`src/rtl/nn_ctrl_pkg.sv`:
```
// nn_ctrl_pkg: shared state encoding, default geometry and index-width helper
package nn_ctrl_pkg;
    typedef enum logic [2:0] {RX, RUN, TX_ISSUE, TX_GUARD, TX_WAIT} state_t;
    localparam int DEF_WORD_W      = 32;
    localparam int DEF_N_IN        = 9;
    localparam int DEF_OUT_W       = 8;
    localparam int DEF_TIMEOUT_CYC = 100000;
    function automatic int idx_w(input int n);
        return (n > 1) ? $clog2(n) : 1;
    endfunction
endpackage

```
`src/rtl/nn_frame_packer.sv`:
```
// nn_frame_packer: assembles strobed bytes into little-endian words of a frame,
// discarding a partial frame after an idle timeout.
module nn_frame_packer
    import nn_ctrl_pkg::*;
#(
    parameter int WORD_W      = DEF_WORD_W,
    parameter int N_IN        = DEF_N_IN,
    parameter int TIMEOUT_CYC = DEF_TIMEOUT_CYC
) (
    input  logic                   clk,
    input  logic                   rst_n,
    input  logic                   enable,
    input  logic                   strobe,
    input  logic [7:0]             data_byte,
    output logic [N_IN*WORD_W-1:0] frame,
    output logic                   full,
    output logic                   timeout
);
    localparam int BPW = WORD_W / 8;
    localparam int BW  = idx_w(BPW);
    localparam int WW  = idx_w(N_IN);
    localparam int TW  = idx_w(TIMEOUT_CYC + 1);
    localparam logic [BW-1:0] BYTE_LAST = BW'(BPW - 1);
    localparam logic [WW-1:0] WORD_LAST = WW'(N_IN - 1);
    localparam logic [TW-1:0] IDLE_LAST = TW'(TIMEOUT_CYC - 1);

    logic [BW-1:0] byte_idx;
    logic [WW-1:0] word_idx;
    logic [TW-1:0] idle_cnt;
    logic          take, partial, byte_wrap;

    assign take      = enable && strobe;
    assign partial   = enable && (byte_idx != '0 || word_idx != '0);
    assign byte_wrap = byte_idx == BYTE_LAST;
    assign full      = take && byte_wrap && word_idx == WORD_LAST;
    // an arriving byte always beats the timeout in the same cycle
    assign timeout   = (TIMEOUT_CYC != 0) && partial && !take && idle_cnt == IDLE_LAST;

    always_ff @(posedge clk or negedge rst_n) begin
        if (!rst_n) begin
            byte_idx <= '0;
            word_idx <= '0;
            idle_cnt <= '0;
            frame    <= '0;
        end else begin
            if (take)
                frame[(int'(word_idx) * BPW + int'(byte_idx)) * 8 +: 8] <= data_byte;
            if (full || timeout) begin
                byte_idx <= '0;
                word_idx <= '0;
            end else if (take) begin
                byte_idx <= byte_wrap ? '0 : byte_idx + 1'b1;
                word_idx <= byte_wrap ? word_idx + 1'b1 : word_idx;
            end
            idle_cnt <= (take || timeout || !partial) ? '0 : idle_cnt + 1'b1;
        end
    end
endmodule

```
`src/rtl/nn_frame_controller.sv`:
```
// nn_frame_controller: feeds assembled frames to the network core and returns
// its result over the byte-wise TX handshake, LSB first.
module nn_frame_controller
    import nn_ctrl_pkg::*;
#(
    parameter int WORD_W      = DEF_WORD_W,
    parameter int N_IN        = DEF_N_IN,
    parameter int OUT_W       = DEF_OUT_W,
    parameter int TIMEOUT_CYC = DEF_TIMEOUT_CYC
) (
    input  logic                   clk,
    input  logic                   rst_n,
    input  logic                   rx_valid,
    input  logic [7:0]             rx_data,
    output logic [N_IN*WORD_W-1:0] frame,
    output logic                   net_start,
    input  logic                   net_done,
    input  logic [OUT_W-1:0]       net_result,
    output logic                   tx_start,
    output logic [7:0]             tx_data,
    input  logic                   tx_busy,
    output logic                   frame_done,
    output logic                   rx_timeout,
    output logic                   rx_overrun
);
    localparam int OUT_BYTES = OUT_W / 8;
    localparam int XW        = idx_w(OUT_BYTES);
    localparam logic [XW-1:0] TX_LAST = XW'(OUT_BYTES - 1);

    state_t           state, state_nx;
    logic [OUT_W-1:0] result, src;
    logic [XW-1:0]    tx_idx, sel_idx;
    logic [7:0]       sel_byte;
    logic             full, timeout, issue, last;

    nn_frame_packer #(.WORD_W(WORD_W), .N_IN(N_IN), .TIMEOUT_CYC(TIMEOUT_CYC)) u_packer (
        .clk       (clk),
        .rst_n     (rst_n),
        .enable    (state == RX),
        .strobe    (rx_valid),
        .data_byte (rx_data),
        .frame     (frame),
        .full      (full),
        .timeout   (timeout)
    );

    // issue is decided one cycle ahead so tx_start is a registered pulse
    // landing in the TX_ISSUE cycle; the first byte comes straight off net_result
    always_comb begin
        last     = tx_idx == TX_LAST;
        issue    = !tx_busy && ((state == RUN && net_done) ||
                                (state == TX_ISSUE && !tx_start) ||
                                (state == TX_WAIT && !last));
        src      = (state == RUN) ? net_result : result;
        sel_idx  = (state == TX_WAIT) ? tx_idx + 1'b1 : tx_idx;
        sel_byte = src[int'(sel_idx) * 8 +: 8];
        state_nx = state;
        case (state)
            RX:       state_nx = full ? RUN : RX;
            RUN:      state_nx = net_done ? TX_ISSUE : RUN;
            TX_ISSUE: state_nx = tx_start ? TX_GUARD : TX_ISSUE;
            TX_GUARD: state_nx = TX_WAIT;
            TX_WAIT:  state_nx = tx_busy ? TX_WAIT : (last ? RX : TX_ISSUE);
            default:  state_nx = RX;
        endcase
    end

    always_ff @(posedge clk or negedge rst_n) begin
        if (!rst_n) begin
            state      <= RX;
            result     <= '0;
            tx_idx     <= '0;
            net_start  <= 1'b0;
            tx_start   <= 1'b0;
            tx_data    <= '0;
            frame_done <= 1'b0;
            rx_timeout <= 1'b0;
            rx_overrun <= 1'b0;
        end else begin
            state      <= state_nx;
            net_start  <= state_nx == RUN;
            if (state == RUN && net_done)
                result <= net_result;
            tx_start   <= issue;
            if (issue)
                tx_data <= sel_byte;
            if (state == TX_WAIT && !tx_busy)
                tx_idx <= last ? '0 : tx_idx + 1'b1;
            frame_done <= state == TX_WAIT && !tx_busy && last;
            rx_timeout <= timeout;
            rx_overrun <= rx_valid && state != RX;
        end
    end
endmodule

```
`config.mk`:
```
export PLATFORM = sky130hd
export DESIGN_NAME = nn_frame_controller
export DESIGN_NICKNAME = d
export VERILOG_FILES = /design/src/rtl/nn_ctrl_pkg.sv /design/src/rtl/nn_frame_packer.sv /design/src/rtl/nn_frame_controller.sv
export SDC_FILE = /design/constraint.sdc
export NUM_CORES = 1
export LEC_CHECK = 0
export BUFFER_PORTS_ARGS = -buffer_cell sky130_fd_sc_hd__buf_2
export CAP_MARGIN = 20
export CORE_ASPECT_RATIO = 0.5
export CORE_MARGIN = 5
export CORE_UTILIZATION = 25
export CTS_CLUSTER_DIAMETER = 40
export DETAILED_ROUTE_END_ITERATION = 6
export PLACE_DENSITY = 0.39
export SYNTH_ARGS = -nofsm -noshare
export SYNTH_HDL_FRONTEND = slang
export SYNTH_SLANG_ARGS = --single-unit
```
`constraint.sdc`:
```
create_clock -name clk -period 6.6 [get_ports clk]
set_clock_uncertainty 0.1 [all_clocks]
set_input_delay 0.66 -clock clk [delete_from_list [all_inputs] [get_ports clk]]
set_output_delay 0.66 -clock clk [all_outputs]
set_load 0.02 [all_outputs]
```
-- After elaboration in Yosys (flattened, before gate mapping)
Index checks and enable logic that the tools add are counted.
- eq/ne operators: 8
- mux-type cells: 17
- add/sub/neg operators: 6
- shift operators: 3
- reduce and logical (&&, ||, !) cells: 30
- bitwise operators: 1
- operators by type and width (kind ; number):
    $bwmux W288 ; 1
    $shift A8 B33 Y288 const A ; 1
    $shiftx A8 B33 Y288 ; 1
    $neg A32 Y33 ; 1
    $add A17 B1 Y17 const B ; 1
    $eq A17 B17 Y1 const B ; 1
    $mux W17 ; 1
    $pmux W3 S5 ; 1
    $logic_and A1 B1 Y1 ; 13
    $mux W4 ; 3
    $mux W2 ; 5
    $mux W8 ; 1
    $shiftx A8 B5 Y8 ; 1
    $add A6 B2 Y7 ; 1
    $eq A3 B1 Y1 const B ; 2
    $eq A3 B2 Y1 const B ; 2
    $logic_or A1 B1 Y1 ; 6
    $reduce_bool A2 Y1 ; 3
    $add A4 B1 Y4 const B ; 1
    $eq A4 B4 Y1 const B ; 1
    $logic_not A1 Y1 ; 4
    $mux W1 ; 4
    $reduce_bool A4 Y1 ; 1
    $eq A3 B3 Y1 const B ; 1
    other kinds (8) ; 8
- input port bits: 21
- word-level logic and storage cells: 78
- output and inout port bits: 301
- flip-flop bits (word level): 336

-- Logic depth before layout (Yosys ltp)
- word-level depth: 8
- mapped depth: 12
- mapped depth without buffers: 7

-- Hierarchy
Synthesis repeated with hierarchy kept, for this count alone.
- cells, all modules: 1086
- area total of the unflattened synthesis: 14799.2 um^2
- by module, submodules not included (module ; seq. area each (um^2) ; area each (um^2) ; cells each ; times used):
    nn_frame_packer ; 7782.5 ; 13768.2 ; 1014 ; 1
    nn_frame_controller ; 600.6 ; 1031.0 ; 72 ; 1

-- Least setup slack after synthesis
Ideal clock, no wire load.
- path type: register to register
- from: reg u_packer.byte_idx[1]
- to: reg u_packer.frame[11]
- library setup time: 0.125 ns
- data required time: 6.375 ns
- stages on the path, launching flop included: 12
- clock period less this slack: 3.433 ns
- path slack: 3.167 ns
- path buffers: 5
- arrival time: 3.208 ns
- cells stage by stage: dfrtp_1 > buf_2 > or3_1 > clkbuf_1 > clkbuf_1 > nor3_1 > ha_1 > clkbuf_1 > nand3_2 > clkbuf_1 > nor3_2 > mux2_2
- word-level cells in the longest chain between the ends: 4
- elaborated cells on any way between the ends: 5
- those cells by class: add/sub: 2; shift: 2; mux: 1
- RTL lines (what ; RTL line ; text):
    start, declared ; nn_frame_packer.sv:27 ; logic [BW-1:0] byte_idx;
    start signal, assigned ; nn_frame_packer.sv:52 ; byte_idx <= byte_wrap ? '0 : byte_idx + 1'b1;
    $add A6 B2 Y7 * ; nn_frame_packer.sv:47 ; frame[(int'(word_idx) * BPW + int'(byte_idx)) * 8 +: 8] <= data_byte;
    $neg A32 Y33 * ; nn_frame_packer.sv:47 ;
    $shiftx A8 B33 Y288 / $shift A8 B33 Y288 (equally long branches) ; nn_frame_packer.sv:47 ;
    $bwmux W288 * ; nn_frame_packer.sv:47 ;
    end signal, assigned by index ; nn_frame_packer.sv:47 ;
    end, declared ; nn_frame_packer.sv:15 ; output logic [N_IN*WORD_W-1:0] frame,
Mark *: on every way between the ends. The rest lies on a longest branch, timed or not.
A chain may end at the register's enable or synchronous reset.

-- Final worst setup path
- from: reg u_packer.word_idx[0]
- to: reg u_packer.frame[69]
- word-level cells in the longest chain between the ends: 4
- elaborated cells on any way between the ends: 5
- those cells by class: add/sub: 2; shift: 2; mux: 1
- RTL lines (what ; RTL line ; text):
    start, declared ; nn_frame_packer.sv:28 ; logic [WW-1:0] word_idx;
    start signal, assigned ; nn_frame_packer.sv:53 ; word_idx <= byte_wrap ? word_idx + 1'b1 : word_idx;
    $add A6 B2 Y7 * ; nn_frame_packer.sv:47 ;
    $neg A32 Y33 * ; nn_frame_packer.sv:47 ;
    $shiftx A8 B33 Y288 / $shift A8 B33 Y288 (equally long branches) ; nn_frame_packer.sv:47 ;
    $bwmux W288 * ; nn_frame_packer.sv:47 ;
Marked as above.

==> impl_results.md <==
- Port bufs: 321
- FF-to-FF path depth: 6
- Mapped Nets: 1251
- Initial antenna violation count: 0
- Worst vdd ir: 0.244 mV
- Mapped Area: 15000 sq um
- Total grt overflow: 0
- RR Endpoint: u_packer.frame[69]$_DFFE_PN0P_
- Relative slew slack: 15.0%
- Clock Tree Buf Depth: 3
- Pint: 4900 uW
- Leak: 0.00977 uW
- Routed vias/inst: 4.64
- Share of post-route cells with drive strength above 1: 45.2%
- Layout Nets: 1552
- Die ar.: 65200 sq um
- Final setup fails: 0
- Worst hold path class: in2async
- Clk Latency, worst-skew pair: 0.56 ns
- Outcome: complete, no violations
- Clock tree root driver cell: clkbuf_16
- Max Transition Viols Final: 0
- Mapped Cells: 1224
- Worst reg2reg startpoint: u_packer.word_idx[0]$_DFFE_PN0P_
- Number of flops mapped to enable cells by yosys: 0
- Mapped Avg Cell Area: 12.2 sq um
- RSZ-0062 raised after global routing: false
- Initial Util: 25.3%
- Final hold vios: 0
- Gp weighted congestion: 0.850
- DPL Wire Length: 37.7 mm
- Clk sinks: 335
- Vias in the first global route: 11700
- Cell Count, Final, Fillers Out: 2369
- CP Capture Type: register
- Clock Power Share: 28.4%
- NetSw: 3730 uW
- Post-synthesis register bit count: 335
- Largest net degree at the start of global routing: 114
- CTS tree: built
- Drt total wl: 53.1 mm
- Async SR Flop Fraction: 100%
- Metal2 WL: 27.8 mm
- Htree depth: 2
- Gate power share: 39.6%
- Max cap viols: 0
- Fin crit period: 4.17 ns
- Power density cells: 454 nW/um^2
- Total track usage: 16.0%
- Unique masters post-synth: 64
- Reg power frac: 32.0%
- Post-CTS setup buffer count: 0
- Worst endpoint required time: 6.93 ns
- Crit path arrival time: 4.51 ns
- Max layer used: met4
- Antenna Diode Count: 0
- First-pass DRT Iterations: 5
- Reg clk slew, reported paths: 0.06 ns
- Hold-fix buffers at CTS: 0
- Routed length on met1: 21.5 mm
- Post-synthesis sequential area ratio: 55.9%
- Synth Warn #: 0
- Crit Path Class: reg2reg
- Placed cells: 2290
- Ports: 322
- Fin crit share: 63.2%
- Setup TNS: 0 ns
- Worst-Margin Slew: 1.27 ns
- Startpoint types: register
- Cts repair resizes: 0
- First-pass GRT wire length: 79.1 mm
- Sw Ratio: 43.2%
- R2R setup slack: 2.43 ns
- CTS Buf Count: 43
- Met3 wire length: 2.11 mm
- # rows: 63
- F_max: 0.240 GHz
- Average wire per standard cell: 22.4 microns
- Core Area: 59300 sq um
- Fill cell count: 6067
- Chip width: 356 microns
- Area growth from synthesis to final layout: 26.6%
- Die H: 183 microns
- Initial drt markers: 758
- Top_reg_cell synth: dfrtp_1
- Max FO, Critical Path: 25
- Vias post-DR: 11000
- Post-route DRC: 0
- Antenna-violating nets left: 0
## power groups by stage
| stage | logic (uW) | clock network, uW | registers, uW |
|---|---|---|---|
| 2_1_floorplan | 1790 | 0 | 3150 |
| 3_3_place_gp | 3390 | 0 | 2780 |
| 3_5_place_dp | 3420 | 0 | 2790 |
| 4_1_cts | 3430 | 2540 | 2760 |
| 5_1_grt | 3670 | 2640 | 2810 |
| 6_report | 3410 | 2450 | 2760 |
## through the flow
| step | util [%] | hold slack (ns) | area, sq um | power [uW] | setup WS (ns) |
|---|---|---|---|---|---|
| final | 32.0 | 0.0628 | 19000 | 8620 | 2.43 |
| after global routing | 32.0 | 0.123 | 19000 | 9120 | 2.09 |
| after CTS | 32.0 | 0.0952 | 18900 | 8740 | 2.31 |
| after detailed placement | 29.5 | 0.364 | 17500 | 6220 | 2.30 |
| after global placement | 29.4 | 0.362 | 17500 | 6160 | 2.43 |
| after floorplan | - | 0.264 | 15000 | 4930 | 3.17 |
## how the worst max path moves through the flow
| stage | start | end | slack (ns) | depth (start not counted) |
|---|---|---|---|---|
| after detailed placement | u_packer.byte_idx[0]$_DFFE_PN0P_ | u_packer.frame[58]$_DFFE_PN0P_ | 2.30 | 6 |
| final | u_packer.word_idx[0]$_DFFE_PN0P_ | u_packer.frame[69]$_DFFE_PN0P_ | 2.43 | 6 |
| after global placement | u_packer.byte_idx[0]$_DFFE_PN0P_ | u_packer.frame[159]$_DFFE_PN0P_ | 2.43 | 6 |
| after global routing | u_packer.word_idx[0]$_DFFE_PN0P_ | u_packer.frame[70]$_DFFE_PN0P_ | 2.09 | 6 |
| after CTS | u_packer.byte_idx[0]$_DFFE_PN0P_ | u_packer.frame[62]$_DFFE_PN0P_ | 2.31 | 6 |
| after floorplan | u_packer.byte_idx[1]$_DFFE_PN0P_ | u_packer.frame[11]$_DFFE_PN0P_ | 3.17 | 11 |
## critical path: stages, from the launching register on
cell and delay (ns):
dfrtp_1 0.57, or3_1 0.67, nor3_1 0.29, ha_1 0.42, nand3_2 0.69, nor4_4 0.86, mux2_2 0.42
## cell type report
type                            instances  area [sq um]  share of cell area [%]
Clock buffer                           52          1160                    6.12
Timing Repair Buffer                  342          1820                    9.57
Sequential cell                       335          8380                    44.2
Inverter                               42           158                   0.831
Tap cell                              812          1020                    5.35
Multi-Input combinational cell        761          6120                    32.3
Clock inverter                         25           322                    1.69
## layout by cell type (no fill, tap or decap), types with 25 or more instances in the layout
cell type / netlist / final
a21o_1: 25 / 25
nand2_1: 47 / 46
nor2_1: 72 / 72
mux2_2: 248 / 248
buf_2: 14 / 321
clkbuf_16: 0 / 44
inv_1: 42 / 42
nor3_1: 107 / 107
dfrtp_1: 335 / 335
nor4_1: 37 / 37
## synth_stat cells, drive strengths merged, types with 3 or more instances
| cell | n | share of area (%) |
|---|---|---|
| a21oi | 7 | 0.23 |
| nand4 | 22 | 1.0 |
| and4 | 4 | 0.23 |
| nor2 | 72 | 1.8 |
| and3 | 12 | 0.50 |
| inv | 42 | 1.1 |
| nand2 | 47 | 1.2 |
| xnor2 | 3 | 0.18 |
| nor4 | 50 | 3.2 |
| ha | 6 | 0.50 |
| dfrtp | 335 | 56 |
| nand3b | 6 | 0.30 |
| buf | 25 | 0.92 |
| or4 | 4 | 0.20 |
| mux2i | 24 | 1.6 |
| xor2 | 15 | 0.88 |
| o21ai | 24 | 0.85 |
| nor3 | 115 | 4.1 |
| mux2 | 248 | 19 |
| clkbuf | 61 | 1.5 |
| nand2b | 5 | 0.21 |
| a21o | 25 | 1.3 |
| o211ai | 11 | 0.55 |
| nand3 | 14 | 0.50 |
| nor4b | 4 | 0.33 |
| or3 | 8 | 0.33 |
## flip-flops by register name, summed over array words and instances, names as in the netlist
name               count
tx_data                8
result                 8
rx_overrun             1
u_packer.frame       288
net_start              1
rx_timeout             1
tx_start               1
u_packer.byte_idx      2
u_packer.idle_cnt     17
frame_done             1
state                  3
u_packer.word_idx      4
## logic make-up (layout without fill, tap and decap cells)
family	count (synthesis)	in the layout	synth area share, %
DFF	335	335	55.9
and+or+nand+nor	380	380	14.9
AOI/OAI and AO/OA	85	85	3.90
muxes	272	272	20.2
adders and majority gates	6	6	0.501
buffers and inverters	128	461	3.51
xor gates and xnor gates	18	18	1.05
## metal layers
metal / vias up / GRT usage, %
li1: 5005 / -
met1: 5654 / 19.2
met2: 248 / 29.4
met3: 90 / 2.94
met4: 0 / 4.94
met5: - / 0
Power figures use the tool's default switching activity.
